### config.mk
export PLATFORM = sky130hd
export DESIGN_NAME = song_sequencer
export DESIGN_NICKNAME = d
export VERILOG_FILES = /design/src/rtl/song_pkg.sv /design/src/rtl/step_prescaler.sv /design/src/rtl/song_sequencer.sv
export SDC_FILE = /design/constraint.sdc
export NUM_CORES = 1
export LEC_CHECK = 0
export BUFFER_PORTS_ARGS = -buffer_cell sky130_fd_sc_hd__buf_2
export CORE_UTILIZATION = 54
export DETAILED_ROUTE_END_ITERATION = 6
export GPL_ROUTABILITY_DRIVEN = 1
export PLACE_DENSITY = 0.76
export SYNTH_ARGS = -nofsm -noshare
export SYNTH_HDL_FRONTEND = slang
export SYNTH_HIERARCHICAL = 1
export SYNTH_SLANG_ARGS = --single-unit
### constraint.sdc
create_clock -name clk -period 3 [get_ports clk]
set_clock_uncertainty 0.1 [all_clocks]
set_input_delay 0.6 -clock clk [delete_from_list [all_inputs] [get_ports clk]]
set_output_delay 0.6 -clock clk [all_outputs]
set_load 0.05 [all_outputs]
### src/rtl/song_pkg.sv
// Shared definitions for the song playback path: sequencer states, default
// song length and the note indices understood by the note-selection mux.
package song_pkg;

    typedef enum logic [1:0] {
        IDLE   = 2'd0,
        PLAY   = 2'd1,
        PAUSED = 2'd2,
        DONE   = 2'd3
    } seq_state_t;

    localparam int SONG_LEN_DEFAULT = 148;

    localparam int NOTE_MI      = 6;
    localparam int NOTE_SILENCE = 13;

endpackage

### src/rtl/step_prescaler.sv
// Step-length prescaler: counts clk cycles within a song step and reports the
// terminal count and the end-of-step gap window. Optional SONG_SEQUENCER_TEMPO_ADJ_EN.
module step_prescaler #(
    parameter int unsigned TICKS_PER_STEP = 12_500_000,
    parameter int unsigned GAP_TICKS      = 500_000
) (
    input  logic       clk,
    input  logic       rst_n,
`ifdef SONG_SEQUENCER_TEMPO_ADJ_EN
    input  logic [1:0] tempo_shift,
`endif
    input  logic       en,
    input  logic       clr,
    output logic       tc,
    output logic       gap_next
);

    localparam int CNT_W = (TICKS_PER_STEP > 1) ? $clog2(TICKS_PER_STEP) : 1;

    logic [CNT_W-1:0] count, count_next;
    logic [31:0]      len_cur, len_nx, gap_nx;

`ifdef SONG_SEQUENCER_TEMPO_ADJ_EN
    // The shift is latched only at step boundaries so a step never changes length.
    logic [1:0] shift_q, shift_next;

    assign shift_next = (clr || (en && tc)) ? tempo_shift : shift_q;
    assign len_cur    = 32'(TICKS_PER_STEP) >> shift_q;
    assign len_nx     = 32'(TICKS_PER_STEP) >> shift_next;
    assign gap_nx     = 32'(GAP_TICKS) >> shift_next;

    always_ff @(posedge clk or negedge rst_n) begin
        if (!rst_n) shift_q <= 2'd0;
        else        shift_q <= shift_next;
    end
`else
    assign len_cur = 32'(TICKS_PER_STEP);
    assign len_nx  = 32'(TICKS_PER_STEP);
    assign gap_nx  = 32'(GAP_TICKS);
`endif

    assign tc = (32'(count) == len_cur - 32'd1);

    // NOTE: default assignment first so no path through this block infers a latch.
    always_comb begin
        count_next = count;
        if (clr)
            count_next = '0;
        else if (en)
            count_next = tc ? '0 : count + CNT_W'(1);
    end

    assign gap_next = (32'(count_next) >= len_nx - gap_nx);

    // NOTE: sequential state uses non-blocking assignments only.
    always_ff @(posedge clk or negedge rst_n) begin
        if (!rst_n) count <= '0;
        else        count <= count_next;
    end

endmodule

### src/rtl/song_sequencer.sv
// Tempo-driven step sequencer producing the note-mux step index with start,
// pause, stop, looping and articulation mute. Optional SONG_SEQUENCER_TEMPO_ADJ_EN.
module song_sequencer
    import song_pkg::*;
#(
    parameter int unsigned TICKS_PER_STEP = 12_500_000,
    parameter int unsigned GAP_TICKS      = 500_000,
    parameter int unsigned SONG_LEN       = SONG_LEN_DEFAULT,
    parameter int unsigned STEP_W         = 8
) (
    input  logic              clk,
    input  logic              rst_n,
`ifdef SONG_SEQUENCER_TEMPO_ADJ_EN
    input  logic [1:0]        tempo_shift,
`endif
    input  logic              start,
    input  logic              stop,
    input  logic              pause,
    input  logic              loop_en,
    output logic [STEP_W-1:0] sel,
    output logic              mute,
    output logic              step_tick,
    output logic              playing,
    output logic              done
);

    localparam logic [STEP_W-1:0] LAST_STEP = STEP_W'(SONG_LEN - 1);

    seq_state_t        state, state_next;
    logic [STEP_W-1:0] sel_next;
    logic              presc_en, presc_clr, presc_tc, gap_next;
    logic              tick_next, done_next, mute_next, playing_next;

    step_prescaler #(
        .TICKS_PER_STEP(TICKS_PER_STEP),
        .GAP_TICKS     (GAP_TICKS)
    ) u_prescaler (
        .clk        (clk),
        .rst_n      (rst_n),
`ifdef SONG_SEQUENCER_TEMPO_ADJ_EN
        .tempo_shift(tempo_shift),
`endif
        .en         (presc_en),
        .clr        (presc_clr),
        .tc         (presc_tc),
        .gap_next   (gap_next)
    );

    always_comb begin
        state_next = state;
        sel_next   = sel;
        presc_en   = 1'b0;
        presc_clr  = 1'b0;
        tick_next  = 1'b0;
        done_next  = 1'b0;
        if (stop) begin
            state_next = IDLE;
            sel_next   = '0;
            presc_clr  = 1'b1;
        end else if (start && (state == IDLE || state == DONE)) begin
            state_next = PLAY;
            sel_next   = '0;
            presc_clr  = 1'b1;
        end else begin
            case (state)
                PLAY:    if (pause) state_next = PAUSED;
                         else       presc_en   = 1'b1;
                // Resuming counts this cycle too, so a pause freezes exactly as long as it is held.
                PAUSED:  if (!pause) begin
                             state_next = PLAY;
                             presc_en   = 1'b1;
                         end
                default: ;
            endcase
            if (presc_en && presc_tc) begin
                tick_next = 1'b1;
                if (sel < LAST_STEP) begin
                    sel_next = sel + STEP_W'(1);
                end else if (loop_en) begin
                    sel_next = '0;
                end else begin
                    state_next = DONE;
                    done_next  = 1'b1;
                end
            end
        end
    end

    // Registered outputs are computed from the next state so they align with it.
    assign mute_next    = (state_next == PLAY) ? gap_next : 1'b1;
    assign playing_next = (state_next == PLAY) || (state_next == PAUSED);

    always_ff @(posedge clk or negedge rst_n) begin
        if (!rst_n) begin
            state     <= IDLE;
            sel       <= '0;
            mute      <= 1'b1;
            step_tick <= 1'b0;
            playing   <= 1'b0;
            done      <= 1'b0;
        end else begin
            state     <= state_next;
            sel       <= sel_next;
            mute      <= mute_next;
            step_tick <= tick_next;
            playing   <= playing_next;
            done      <= done_next;
        end
    end

endmodule

# Word-level counts from Yosys, hierarchy flattened
# Index checks and enable logic that the tools add are counted.
dict set report op_classes {
  add_sub_neg 2
  multipliers 0
  div 0
  n_lt_le_gt_ge 2
  n_eq_ne 6
  n_shift 0
  muxes 33
  bitwise_logic 0
  n_reduce_logical 9
}
# operator n
set op_table {}
lappend op_table {{$mux 24} 3}
lappend op_table {{$mux 8} 5}
lappend op_table {{$add 24x1->24 const B} 1}
lappend op_table {{$eq 24x24->1 const B} 1}
lappend op_table {{$ge 24x24->1 const B} 1}
lappend op_table {{$mux 1} 17}
lappend op_table {{$mux 2} 7}
lappend op_table {{$add 8x1->8 const B} 1}
lappend op_table {{$lt 8x8->1 const B} 1}
lappend op_table {{$eq 2x2->1 const B} 3}
lappend op_table {{$eq 2x1->1 const B} 2}
lappend op_table {{$pmux 2 s2} 1}
lappend op_table {{$reduce_bool 4->1} 1}
lappend op_table {{$reduce_bool 3->1} 1}
lappend op_table {{$logic_and 1x1->1} 2}
lappend op_table {{$logic_not 2->1} 1}
lappend op_table {{$logic_or 1x1->1} 2}
lappend op_table {{$reduce_and 2->1} 1}
lappend op_table {{$reduce_or 2->1} 1}
dict set report totals {
  ff_bits 38
  latch_bits 0
  mem_bits_rw 0
  rom_bits 0
  input_bits 6
  out_inout_bits 12
  elab_cells 59
  mem_count 0
}

# Longest topological paths before layout
dict set report logic_depth {
  ltp_word 11
  depth_mapped 11
  mapped_depth_nobuf 10
}

# Hierarchy
# Netlist, hierarchy kept.
# module n_inst cells_each area_each_um2
set modules_own_cells {}
lappend modules_own_cells {step_prescaler 1 155 1461.4}
lappend modules_own_cells {song_sequencer 1 88 818.3}

# Least setup slack after synthesis
# No wires, ideal clock.
dict set report synth_path {
  path_kind {reg2reg}
  startpoint {reg state[0]}
  endpoint {reg mute}
  t_arrival_ps 2777
  required_ps 2839
  setup_slack_ps 62
  stages_incl_launch_ff 12
  path_buffers 1
  period_less_slack_ps 2938
  path_cell_list {dfrtp_1 > inv_1 > ha_1 > nor3_1 > buf_4 > nand4_4 > or4_4 > or4_4 > a21oi_2 > o31ai_1 > a21oi_2 > nand2b_1}
}
dict set report synth_between {
  elab_chain_len 11
}
# element line
set synth_lines {}
lappend synth_lines {{start, declared} song_sequencer.sv:29} ;# seq_state_t state, state_next;
lappend synth_lines {{start signal, assigned} song_sequencer.sv:102} ;# state <= state_next;
lappend synth_lines {{$eq 2x2->1 / $eq 2x1->1 (equally long branches)} song_sequencer.sv:65} ;# case (state)
lappend synth_lines {{$reduce_or 2->1 (no line)} --}
lappend synth_lines {{$mux 1} --}
lappend synth_lines {{$mux 1} song_sequencer.sv:60} ;# end else if (start && (state == IDLE || state == DONE)) begin
lappend synth_lines {{$mux 1} song_sequencer.sv:56} ;# if (stop) begin
lappend synth_lines {{$mux 1 *} song_sequencer.sv:60}
lappend synth_lines {{$mux 1 *} song_sequencer.sv:56}
lappend synth_lines {{net presc_en} song_sequencer.sv:31} ;# logic presc_en, presc_clr, presc_tc, gap_next;
lappend synth_lines {{$mux 24 *} step_prescaler.sv:49} ;# else if (en)
lappend synth_lines {{$mux 24 *} step_prescaler.sv:47} ;# if (clr)
lappend synth_lines {{net u_prescaler.count_next[23]} step_prescaler.sv:20} ;# logic [CNT_W-1:0] count, count_next;
lappend synth_lines {{$ge 24x24->1 *} step_prescaler.sv:53} ;# assign gap_next = (32'(count_next) >= len_nx - gap_nx);
lappend synth_lines {{net gap_next} song_sequencer.sv:31}
lappend synth_lines {{$mux 1 *} song_sequencer.sv:90} ;# assign mute_next = (state_next == PLAY) ? gap_next : 1'b1;
lappend synth_lines {{net mute_next} song_sequencer.sv:32} ;# logic tick_next, done_next, mute_next, playing_next;
lappend synth_lines {{end signal, assigned} song_sequencer.sv:104} ;# mute <= mute_next;
lappend synth_lines {{end, declared} song_sequencer.sv:21} ;# output logic mute,
# Mark *: on every way through the listed nets, which the timed path passes. The rest lies on a longest branch. The select of a mux whose other input is x is not followed.
# A chain may end at the register's enable or synchronous reset.

# Final worst setup path
# Ends and elaborated chain as after synthesis.

==> impl_metrics.ini <==
[global_routing]
grt_pass1_wl_mm = 7.92
busiest_layer = met2
grt_use_met2_pct = 37.4
grt_antenna_before_repair = 0
grt_util_met1_pct = 32.4
grt_overflow = 0
grt_max_degree = 39
grt_util_met3_pct = 5.65
grtUsageTotal_pct = 23.9
grt_pass1_vias = 1736

[logic_synthesis]
synth_edf_count = 0
synth_cell_types = 56
syn_area_mm2 = 0.00228
syn_nets = 254
async_flop_share_pct = 100
ys_top_cells_by_area = dfrtp_1 41%, nor2_1 4.6%, xnor2_1 3.8%
ys.flop_type = dfrtp_1
netlist_instances = 243
ys.warnings.count = 6
syn_area_per_cell_um2 = 9.38
synth-seq-area-share_pct = 41.8
synth_top_area_share_pct = 40.6
ys_seq_elements = 38
synth_largest_area_cell = dfrtp_1

[placement]
gp_congestion = 0.892
port_buffers = 17
dp_hpwl_mm = 3.43

[detailed_routing]
route.detailed.drc = 0
detail-route-antenna-nets = 0
post_drt_wl_per_cell_um = 14.9
drt_wl_total_mm = 4.78
avgViaCountPerCell = 5.85
vias = 1871
drt-initial-drc-count = 135
drt_first_pass_iters = 4

[worst_setup_path]
path_class = flop to flop
cp_data_arrival_time_ps = 3000
r2r_cells = 11
startpoint_type = flop
endpoint_kind = flop
required_ps = 3140
crit_fanout = 6

[clocking]
cts.clk_slew.worst_paths_ps = 70
root_buffer = clkbuf_8
clockBufferDepth = 2
clk_latency_ps = 290
clock-sinks = 38
cts_tree = built
ctsHtreeMaxLevel = 2
cts_buffers = 5

[min_path]
hp-class = input pin to asynchronous set/reset pin

[sta]
max_freq_mhz = 349
tns_ps = 0
finalCriticalPeriod_ps = 2860
slew_headroom_pct = 43.1
fin_crit_sh_pct = 95.5
worst_slew_pin_slew_ps = 854
setup_viol = 0
holdWs_ps = 303
hold_viol_final = 0
maxSlewViolCount = 0

[power]
leakage_nw = 1.08
power_density_mw_per_mm2 = 389
vdd_drop_max_mv = 0.299

[floorplan]
fp.coreArea_mm2 = 0.00403
start_util_pct = 56.6
num_rows = 23
die_x_um = 67.0
num_io_pins = 18
die_area_mm2 = 0.00449
chipHeight_um = 67.0

[cells_and_area]
fin_nets = 280
diodes = 0
final_core_util_pct = 64.7
syn2layout_area_growth_pct = 14.4
fillers = 342
layout-drive-gt1-share_pct = 23.0

[flow_run]
cap_violations = 0

[outcome]
status = finished clean
[layout make-up]
type / instances / area (um^2) / share of cell area (%)
well taps: 50 / 62.6 / 2.40
flip-flops and latches: 38 / 952 / 36.5
multi-input cells: 180 / 1250 / 48.0
clock buffers: 8 / 110 / 4.22
repair buffers: 29 / 175 / 6.72
inverters: 15 / 56.3 / 2.16
[kinds of logic after synthesis]
| kind of cell | count (synthesis) | share of synthesized area, % |
|---|---|---|
| AND/OR/NAND/NOR | 106 | 27.8 |
| XOR/XNOR | 20 | 7.68 |
| AO/OA/AOI/OAI | 48 | 14.7 |
| adder cells (fa/ha/maj) | 5 | 2.74 |
| flip-flops | 38 | 41.8 |
| buffers and inverters | 25 | 4.83 |
| multiplexers | 1 | 0.439 |
[worst max-delay path, cell delays in order (launching register included)]
cell and delay (ps):
dfrtp_1 380, inv_1 50, ha_1 320, nor3_2 180, buf_4 160, nand4_4 100, or4_4 520, or4_4 540
a21oi_4 170, o31ai_2 80, a21oi_2 100, nand2b_1 100
[cells in the final DEF (no fill, tap or decap), types with 2 or more instances in the layout]
cell	count
nor3_1	5
and4_2	2
nor2b_1	3
or3_1	2
buf_2	17
nor2_1	28
a21oi_2	2
and3_2	2
a21oi_1	4
o21ai_2	2
nand3_1	15
nand4_4	2
nor4_1	4
xnor2_1	10
clkbuf_8	8
nand4_1	3
o211ai_1	2
nor3_2	2
nor3b_1	2
xor2_1	10
nand2_1	14
o21ai_0	16
and3_1	2
o21a_1	3
ha_1	5
o31ai_1	2
buf_4	12
nor4bb_1	2
nor4_2	3
or4_4	2
nand3b_1	2
dfrtp_1	37
and4_1	2
a31oi_1	3
and2_1	3
inv_1	15
o21ai_1	2
[worst paths after layout]
path	endpoint	slack, ps	start
min in group clk	done$_DFF_PN0_	420	stop
max in group asynchronous	u_prescaler/count[21]$_DFF_PN0_	1950	rst_n
min reg2reg	sel[0]$_DFFE_PN0P_	460	sel[0]$_DFFE_PN0P_
max reg2reg	mute$_DFF_PN1_	140	state[0]$_DFF_PN0_
max	mute$_DFF_PN1_	140	state[0]$_DFF_PN0_
min	u_prescaler/count[5]$_DFF_PN0_	300	rst_n
[through the flow]
| step | setup slack (ps) | instance area [um^2] | instances | power (W) |
|---|---|---|---|---|
| 4_1_cts | 36.7 | 2570 | 318 | 0.00102 |
| 3_3_place_gp | 94.9 | 2460 | 310 | 0.000608 |
| 3_5_place_dp | 57.5 | 2460 | 310 | 0.000609 |
| 5_1_grt | -9.42 | 2610 | 320 | 0.00105 |
| 6_report | 135 | 2610 | 320 | 0.00102 |
| 2_1_floorplan | 61.9 | 2280 | 243 | 0.000577 |
[power by group]
part           switching (W)  total (W)  internal (W)
Clock               0.000180   0.000412      0.000232
Sequential        0.00000329   0.000521      0.000518
Combinational      0.0000571  0.0000816     0.0000245
[Yosys cell counts (2+ instances only)]
library cell and number:
and4_2 2, o21ai_0 16, and3_2 2, o21ai_1 2
ha_1 5, nor4_1 4, inv_1 15, clkbuf_2 2
nor3_1 7, clkbuf_1 4, nor3b_1 2, o21ai_2 2
buf_2 2, a21oi_1 4, nor4bb_1 2, nor2b_1 3
xor2_1 10, o21a_1 3, o211ai_1 2, nor2_1 28
nand4_1 3, and3_1 2, nand2_1 14, a21oi_2 3
nand4_4 2, nand3b_1 2, or3_1 2, xnor2_1 10
nor4_2 3, nand3_1 15, o31ai_1 3, dfrtp_1 37
and2_1 3, or4_4 2, a31oi_1 3, and4_1 2
[metal layers]
layer / routed length (um) / vias to the layer above
met4: 55 / 0
met5: 0 / -
met3: 179 / 6
met2: 2260 / 42
li1: - / 928
met1: 2280 / 895
[sequential cells by signal, summed over array words and instances, names as in the netlist]
register and count:
done 1, mute 1, playing 1, sel 8, state 2, step_tick 1, u_prescaler/count 24
[what timing repair did]
item,CTS,global route
gates resized for setup,0,4
hold buffers,0,0
buffers inserted,0,2
setup endpoints to repair,0,2
(Power assumes the default switching activity.)
